[config.mk]
export PLATFORM = sky130hd
export DESIGN_NAME = pipe_regfile_mp
export DESIGN_NICKNAME = d
export VERILOG_FILES = /design/src/rtl/pipe_regfile_mp_pkg.sv /design/src/rtl/pipe_regfile_mp_bypass.sv /design/src/rtl/pipe_regfile_mp.sv
export SDC_FILE = /design/constraint.sdc
export NUM_CORES = 2
export LEC_CHECK = 0
export CAP_MARGIN = 20
export CORE_ASPECT_RATIO = 0.7
export CORE_MARGIN = 4
export CORE_UTILIZATION = 35
export CTS_CLUSTER_DIAMETER = 80
export DETAILED_ROUTE_END_ITERATION = 8
export SLEW_MARGIN = 20
export SYNTH_ARGS = -nofsm -noshare
export SYNTH_HDL_FRONTEND = slang
export SYNTH_HIERARCHICAL = 1
export SYNTH_SLANG_ARGS = --single-unit
[constraint.sdc]
create_clock -name clk -period 36.8 [get_ports clk]
set_input_delay 5.52 -clock clk [delete_from_list [all_inputs] [get_ports clk]]
set_output_delay 5.52 -clock clk [all_outputs]
set_load 0.05 [all_outputs]
[src/rtl/pipe_regfile_mp_pkg.sv]
// Shared definitions for the pipelined CPU register file and its neighbours.
package pipe_regfile_mp_pkg;

    // Default datapath geometry of the CPU
    localparam int DEF_DW = 32;
    localparam int DEF_AW = 5;

    // Architectural zero register address
    localparam int REG_ZERO = 0;

    // Data-width zero word, reused by the pipeline stages
    localparam logic [DEF_DW-1:0] ZERO_WORD = '0;

endpackage

[src/rtl/pipe_regfile_mp_bypass.sv]
// Single read port: zero-register override, write-to-read bypass
// (port B ahead of port A, then storage) and busy qualification.
module rf_bypass_mux
    import pipe_regfile_mp_pkg::*;
#(
    parameter int DW       = DEF_DW,
    parameter int AW       = DEF_AW,
    parameter int ZERO_REG = 1
) (
    input  logic [AW-1:0] rd_addr,
    input  logic [DW-1:0] reg_data,
    input  logic          reg_busy,
    input  logic          wa_en,
    input  logic [AW-1:0] wa_addr,
    input  logic [DW-1:0] wa_data,
    input  logic          wb_en,
    input  logic [AW-1:0] wb_addr,
    input  logic [DW-1:0] wb_data,
    output logic [DW-1:0] rd_data,
    output logic          rd_busy
);

    logic is_zero;
    logic hit_a;
    logic hit_b;

    // Read-priority chain; a register written this cycle is ready because its data is bypassed
    always_comb begin
        is_zero = (ZERO_REG != 0) && (rd_addr == AW'(REG_ZERO));
        hit_a   = wa_en && (wa_addr == rd_addr);
        hit_b   = wb_en && (wb_addr == rd_addr);
        rd_data = reg_data;
        rd_busy = reg_busy && !(hit_a || hit_b);
        if (is_zero) begin
            rd_data = '0;
            rd_busy = 1'b0;
        end else if (hit_b) begin
            rd_data = wb_data;
        end else if (hit_a) begin
            rd_data = wa_data;
        end
    end

endmodule

[src/rtl/pipe_regfile_mp.sv]
// Multi-port register file: two write ports, NRD bypassed read ports,
// per-register busy scoreboard with issue marking and flush.
module pipe_regfile_mp
    import pipe_regfile_mp_pkg::*;
#(
    parameter int DW       = DEF_DW,
    parameter int AW       = DEF_AW,
    parameter int NRD      = 2,
    parameter int ZERO_REG = 1
) (
    input  logic              clk,
    input  logic              clrn,
    input  logic [NRD*AW-1:0] rd_addr,
    output logic [NRD*DW-1:0] rd_data,
    output logic [NRD-1:0]    rd_busy,
    input  logic              wa_en,
    input  logic [AW-1:0]     wa_addr,
    input  logic [DW-1:0]     wa_data,
    input  logic              wb_en,
    input  logic [AW-1:0]     wb_addr,
    input  logic [DW-1:0]     wb_data,
    input  logic              iss_en,
    input  logic [AW-1:0]     iss_addr,
    input  logic              flush
);

    localparam int DEPTH = 2 ** AW;

    logic [DW-1:0]    regs [DEPTH];
    logic [DEPTH-1:0] busy;
    logic [DEPTH-1:0] busy_next;
    logic             wa_keep;
    logic             wb_keep;

    // Writes to the hard-wired zero register are discarded
    always_comb begin
        wa_keep = wa_en && !((ZERO_REG != 0) && (wa_addr == AW'(REG_ZERO)));
        wb_keep = wb_en && !((ZERO_REG != 0) && (wb_addr == AW'(REG_ZERO)));
    end

    // Storage: port B is applied last so it wins a same-address collision
    always_ff @(posedge clk or posedge clrn) begin
        if (clrn) begin
            for (int i = 0; i < DEPTH; i++) begin
                regs[i] <= '0;
            end
        end else begin
            if (wa_keep) regs[wa_addr] <= wa_data;
            if (wb_keep) regs[wb_addr] <= wb_data;
        end
    end

    // Scoreboard next state: write-clear, then issue-set, then flush
    always_comb begin
        busy_next = busy;
        if (wa_en) busy_next[wa_addr] = 1'b0;
        if (wb_en) busy_next[wb_addr] = 1'b0;
        if (iss_en) busy_next[iss_addr] = 1'b1;
        if (flush) busy_next = '0;
        if (ZERO_REG != 0) busy_next[REG_ZERO] = 1'b0;
    end

    // Scoreboard register
    always_ff @(posedge clk or posedge clrn) begin
        if (clrn) begin
            busy <= '0;
        end else begin
            busy <= busy_next;
        end
    end

    for (genvar p = 0; p < NRD; p++) begin : g_rd
        logic [AW-1:0] addr;
        assign addr = rd_addr[p*AW +: AW];

        rf_bypass_mux #(
            .DW       (DW),
            .AW       (AW),
            .ZERO_REG (ZERO_REG)
        ) u_mux (
            .rd_addr  (addr),
            .reg_data (regs[addr]),
            .reg_busy (busy[addr]),
            .wa_en    (wa_en),
            .wa_addr  (wa_addr),
            .wa_data  (wa_data),
            .wb_en    (wb_en),
            .wb_addr  (wb_addr),
            .wb_data  (wb_data),
            .rd_data  (rd_data[p*DW +: DW]),
            .rd_busy  (rd_busy[p])
        );
    end

endmodule
### Yosys cells after proc, flatten, opt, wreduce, memory -nomap -nowiden

Index checks and enable logic that the tools add are counted.

| word-level totals | value |
|---|---|
| bits in registers | 1,055 |
| latch bits | 0 |
| memory bits (writable) | 0 |
| ROM bits | 0 |
| input port bits | 95 |
| output and inout port bits | 66 |
| memories kept | 0 |

| cells by class | value |
|---|---|
| add/subtract/negate cells | 0 |
| $mul | 0 |
| div/mod/pow operators | 0 |
| magnitude comparators | 14 |
| eq/ne operators | 4 |
| shift operators | 0 |
| mux-type cells | 36 |
| bitwise gates (word level) | 9 |
| reduce and logical (&&, ||, !) cells | 23 |

Operators with widths:

| operator | number |
|---|---|
| bitwise mux 1024 bit | 2 |
| 2-to-1 mux 1024 bit | 2 |
| 2-to-1 mux 32 bit | 16 |
| binary-select mux 32 bit (select 5 bit) | 2 |
| demux 32 bit (select 5 bit) | 2 |
| AND 32 bit | 2 |
| NOT 32 bit | 2 |
| OR 32 bit | 1 |
| less-than comparator 5 x 6 -> 1 bit (second input constant) | 5 |
| >= comparator 6 bit (second input constant) | 4 |
| NOT 5 -> 6 bit | 4 |
| == test 5 bit | 4 |
| logical NOT 5 bit | 4 |
| demux 1 bit (select 5 bit) | 3 |
| >= comparator 5 x 1 -> 1 bit (second input constant) | 3 |
| logical AND 1 bit | 13 |
| less-than comparator 6 x 1 -> 1 bit (second input constant) | 2 |
| binary-select mux 1 bit (select 5 bit) | 2 |
| 2-to-1 mux 1 bit | 7 |
| logical NOT 1 bit | 4 |
| logical OR 1 bit | 2 |

### Longest topological paths before layout

| logic depth | value |
|---|---|
| word-level depth | 12 |
| depth in mapped cells | 10 |
| depth with buffers taken out | 6 |

### Hierarchy

The synthesis kept the hierarchy.

Modules (own cells, without submodules):

| module | times used | cells an instance | area an instance (µm²) | seq. area each (µm²) |
|---|---|---|---|---|
| pipe_regfile_mp | 1 | 5,972 | 64,514.4 | 26,400.3 |
| rf_bypass_mux | 2 | 179 | 1,283.7 | 0.0 |

### Worst setup path after synthesis

No wires, ideal clock.

| path | value |
|---|---|
| kind | input to output |
| start | input port rd_addr[1] |
| end | output port rd_data[31] |
| arrival time | 8.025 ns |
| required time | 31.280 ns |
| slack | 23.255 ns |
| stages on the path | 8 |
| buffers on the path | 3 |
| path through | buf_4 buf_6 buf_6 mux4_2 o22ai_1 nor4_1 o21ai_0 a311oi_1 |

| on the way | value |
|---|---|
| cells in the longest elaborated chain, start to end | 7 |

RTL lines:

| item | RTL line | text |
|---|---|---|
| start: declaration | pipe_regfile_mp.sv:13 | `input logic [NRD*AW-1:0] rd_addr,` |
| NOT 5 -> 6 bit (not written as such) | pipe_regfile_mp.sv:82 | `.reg_data (regs[addr]),` |
| binary-select mux 32 bit (select 5 bit) | pipe_regfile_mp.sv:82 |  |
| 2-to-1 mux 32 bit (not written as such) (2 in a row) | pipe_regfile_mp.sv:82 |  |
| 2-to-1 mux 32 bit | pipe_regfile_mp_bypass.sv:39 | `end else if (hit_a) begin` |
| 2-to-1 mux 32 bit | pipe_regfile_mp_bypass.sv:37 | `end else if (hit_b) begin` |
| 2-to-1 mux 32 bit * | pipe_regfile_mp_bypass.sv:34 | `if (is_zero) begin` |
| end: declaration | pipe_regfile_mp.sv:14 | `output logic [NRD*DW-1:0] rd_data,` |

Every way passes the cells marked *; elsewhere a longest branch is shown, timed or not. The select of a mux whose other input is x is not followed.

### Final worst setup path

| path | value |
|---|---|
| start | input port rd_addr[6] |
| end | output port rd_data[63] |

The elaborated chain is that of the path after synthesis.

==> impl_metrics.toml <==
[outcome]
run_status = "finished clean"

[sta]
finalSetupViolations = 0
hold_viol = 0
max_freq_mhz = 58.2
rsz0062_at_grt = "false"
fin_worst_hold_slack_ns = 0.396
fin_setup_tns_ns = 0
fin_crit_sh_pct = 46.7
fin_skew_ns = 0
max_slew_margin_pct = 12.6
worst_slew_pin_slew_ns = 1.31
finalCriticalPeriod_ns = 17.17
report.final.slew_viol_count = 0

[synth]
yosysWarningCount = 6
synth-seq-area-share_pct = 39.4
post_synthesis_cell_count = 6330
synthesis.nets = 6425
post_synth_num_cell_types = 70
synth.ff_latch_count = 1055
average_instance_area_after_synthesis_um2 = 10.6
syn_area_um2 = 67100

[critical_path]
crit_path_top_delay_cell = "sky130_fd_sc_hd__nor4_1"
cp_num_buf_inv = 5
critical-path-max-stage-delay_ns = 0.92
required_arrival_time_at_the_worst_endpoint_ns = 31.28
critical-path-top-delay-family = "buffers and inverters"
cp.arrival_ns = 11.65
timing.critical_path.cells = "buf_8, buf_4, buf_4, buf_4, mux4_2, o22ai_1, nor4_1, o21ai_0, a311oi_1, clkdlybuf4s50_1"
timing.critical_path.mode_cell = "sky130_fd_sc_hd__buf_4"
worstSetupStartpointType = "input pin"
path_max_fanout = 56
timing.critical_path.to_type = "output pin"
worst-setup-path-type = "in -> out"

[finish]
nNetsFinal = 6081
syn2layout_area_growth_pct = 9.48
final_area_um2 = 73400
fillCellCount = 18000
mostFrequentLayoutCell = "sky130_fd_sc_hd__dfrtp_1"
fin_cells = 8617
layout_common_cells = "sky130_fd_sc_hd__dfrtp_1 (1055), sky130_fd_sc_hd__mux2i_1 (863), sky130_fd_sc_hd__nand2_1 (645)"
layout-drive-gt1-share_pct = 18.0

[global_routing]
grt_first_pass_wirelength_mm = 411
globalRouteTotalUtil_pct = 28.6
globalRoute.totalOverflow = 0
first_global_vias = 54100
number_of_antenna_violations_at_the_first_check_in_global_routing = 25
grt_start_max_net_pins = 174

[clock_network]
clk_pin_slew_ns = 0.06
clk_path_buf_depth = 3
cts.hold.buffers_added = 0
clock_latency_on_the_worst_skew_pair_ns = 0.77
clock_sink_count = 1055
cts.repair_timing.setup_buffer_count = 0
tritoncts_clock_tree = "done"
cts_repair_resize_count = 0
ctsHtreeMaxLevel = 3
cts_root_buffer = "sky130_fd_sc_hd__clkbuf_16"
cts_inserted_buffers = 117

[routing]
via_per_inst = 6.65
detail_route.drc_violations = 0
route.detailed.wl_per_inst_um = 33.8
via_count = 57300
drt_pass1_iterations = 9
route.final.wire_length_mm = 292
dr.first_iter.drc_count = 9552
postRouteAntennaNets = 0

[placement]
instance_count_after_placement_with_tap_cells_included = 8381
dp_hpwl_mm = 162
placedInstanceArea_um2 = 69400
io_buffer_count = 160
gp_congestion = 0.911

[power_and_ir_drop]
cellLeakagePower_nw = 33.0
pwr_cell_area_nw_per_um2 = 54.6
vdd_ir_drop_max_v = 0.0000330

[run]
cap_violations = 0

[die]
core.rowCount = 134
num_io_pins = 161
design.die.area_um2 = 199000
die_x_um = 531
die_height_um = 374
floorplan.core_area_um2 = 191000
effective_utilization_at_floorplan_pct = 35.2

[hold_path]
hold_path_class = "reg -> reg"
-- state kept, by name, summed over array words and instances, names as in the netlist --
name	count
busy	31
regs	1024
-- Yosys cell counts, drive strengths merged --
cell type  count  area (µm²)
or4            2        15.0
nor2         567        2290
nand2b         5        31.3
or3            5        31.3
mux4         518       11700
a41oi          2        17.5
and4bb         3        37.5
o22ai        256        1600
dfrtp       1055       26400
nor3          67         347
nor4b          1        23.8
nand4b         2        32.5
nand2        696        2720
or3b           4        37.5
inv            3        11.3
and4           3        26.3
nor3b         10        80.1
a31o           2        17.5
a22oi         53         408
mux2           8        90.1
nand3b        12         106
and2           5        33.8
a21oi        442        2210
xnor2         20         175
and4b          5        50.1
o21ai        550        2760
or2            2        12.5
a32oi         35         307
and3          18         116
o221ai         1        8.76
clkbuf       356        1350
o31a           4        35.0
mux2i        863        8640
and3b          9        78.8
nand4         75         469
a311oi        64         936
nor2b          8        50.1
a2bb2oi        2        17.5
nor4          64         400
nand3         11        65.1
and2b          1        7.51
buf          446        2900
a31oi         75         469
-- report_power, final --
| group | internal [mW] | leakage [nW] | total [mW] | switching [mW] |
|---|---|---|---|---|
| sequential | 1.45 | 13.0 | 1.69 | 0.242 |
| combinational | 0.536 | 18.0 | 1.08 | 0.547 |
| clock | 0.703 | 1.95 | 1.23 | 0.532 |
| total | 2.69 | 33.0 | 4.01 | 1.32 |
-- worst register-to-register path, cell delays in order (launching register included) --
cell and delay, ns:
sky130_fd_sc_hd__dfrtp_1 0.40, sky130_fd_sc_hd__o21ai_0 0.10, sky130_fd_sc_hd__a2bb2oi_1 0.19, sky130_fd_sc_hd__nor2_1 0.06
-- metal layers --
metal	track usage, %	share of wire [%]
met3	11.8	15
met1	37.3	37
met5	0.364	0.066
met2	39.2	41
met4	17.2	7.2
-- path summary, 6_finish.rpt --
check | start | cells past startpoint | endpoint | slack, ns
worst max register to register | busy[9] | 3 | busy[9] | 35.92
worst min register to register | regs[997] | 0 | regs[997] | 0.40
max in group asynchronous | clrn | 6 | regs[528] | 27.29
worst min-delay path | regs[997] | 0 | regs[997] | 0.40
worst max-delay path | rd_addr[6] | 10 | rd_data[63] | 19.63
min in group asynchronous | clrn | 2 | regs[296] | 5.38
-- metrics by stage --
stage | setup slack [ns] | utilization, % | power, mW
floorplan | 1.58 | - | 2.43
global placement | 19.68 | 36.3 | 2.71
detailed placement | 19.71 | 36.4 | 2.75
CTS | 19.71 | 38.5 | 3.98
global route | 19.28 | 38.5 | 4.16
finish | 19.63 | 38.5 | 4.01
-- layout make-up --
cell class              count  area [µm²]  area share [%]
diodes                     18        45.0          0.0613
clock buffers             155        3320            4.52
clock inverters            61         621           0.845
inverters                   3        18.8          0.0256
multi-input cells        4470       36800            50.1
flip-flops and latches   1055       26400            35.9
well taps                2516        3150            4.29
repair buffers            339        3060            4.16
-- logic make-up (layout without fill, tap and decap cells) --
logic type | count (synthesis) | after routing | share of synthesized area, %
and+or+nand+nor | 1575 | 1575 | 10.5
xor gates and xnor gates | 20 | 20 | 0.261
AOI/OAI and AO/OA | 1486 | 1486 | 13.1
buffers and inverters | 805 | 558 | 6.35
other | 0 | 18 | 0
muxes | 1389 | 1389 | 30.4
DFF | 1055 | 1055 | 39.4
No activity file was read; power rests on OpenSTA's default activity.
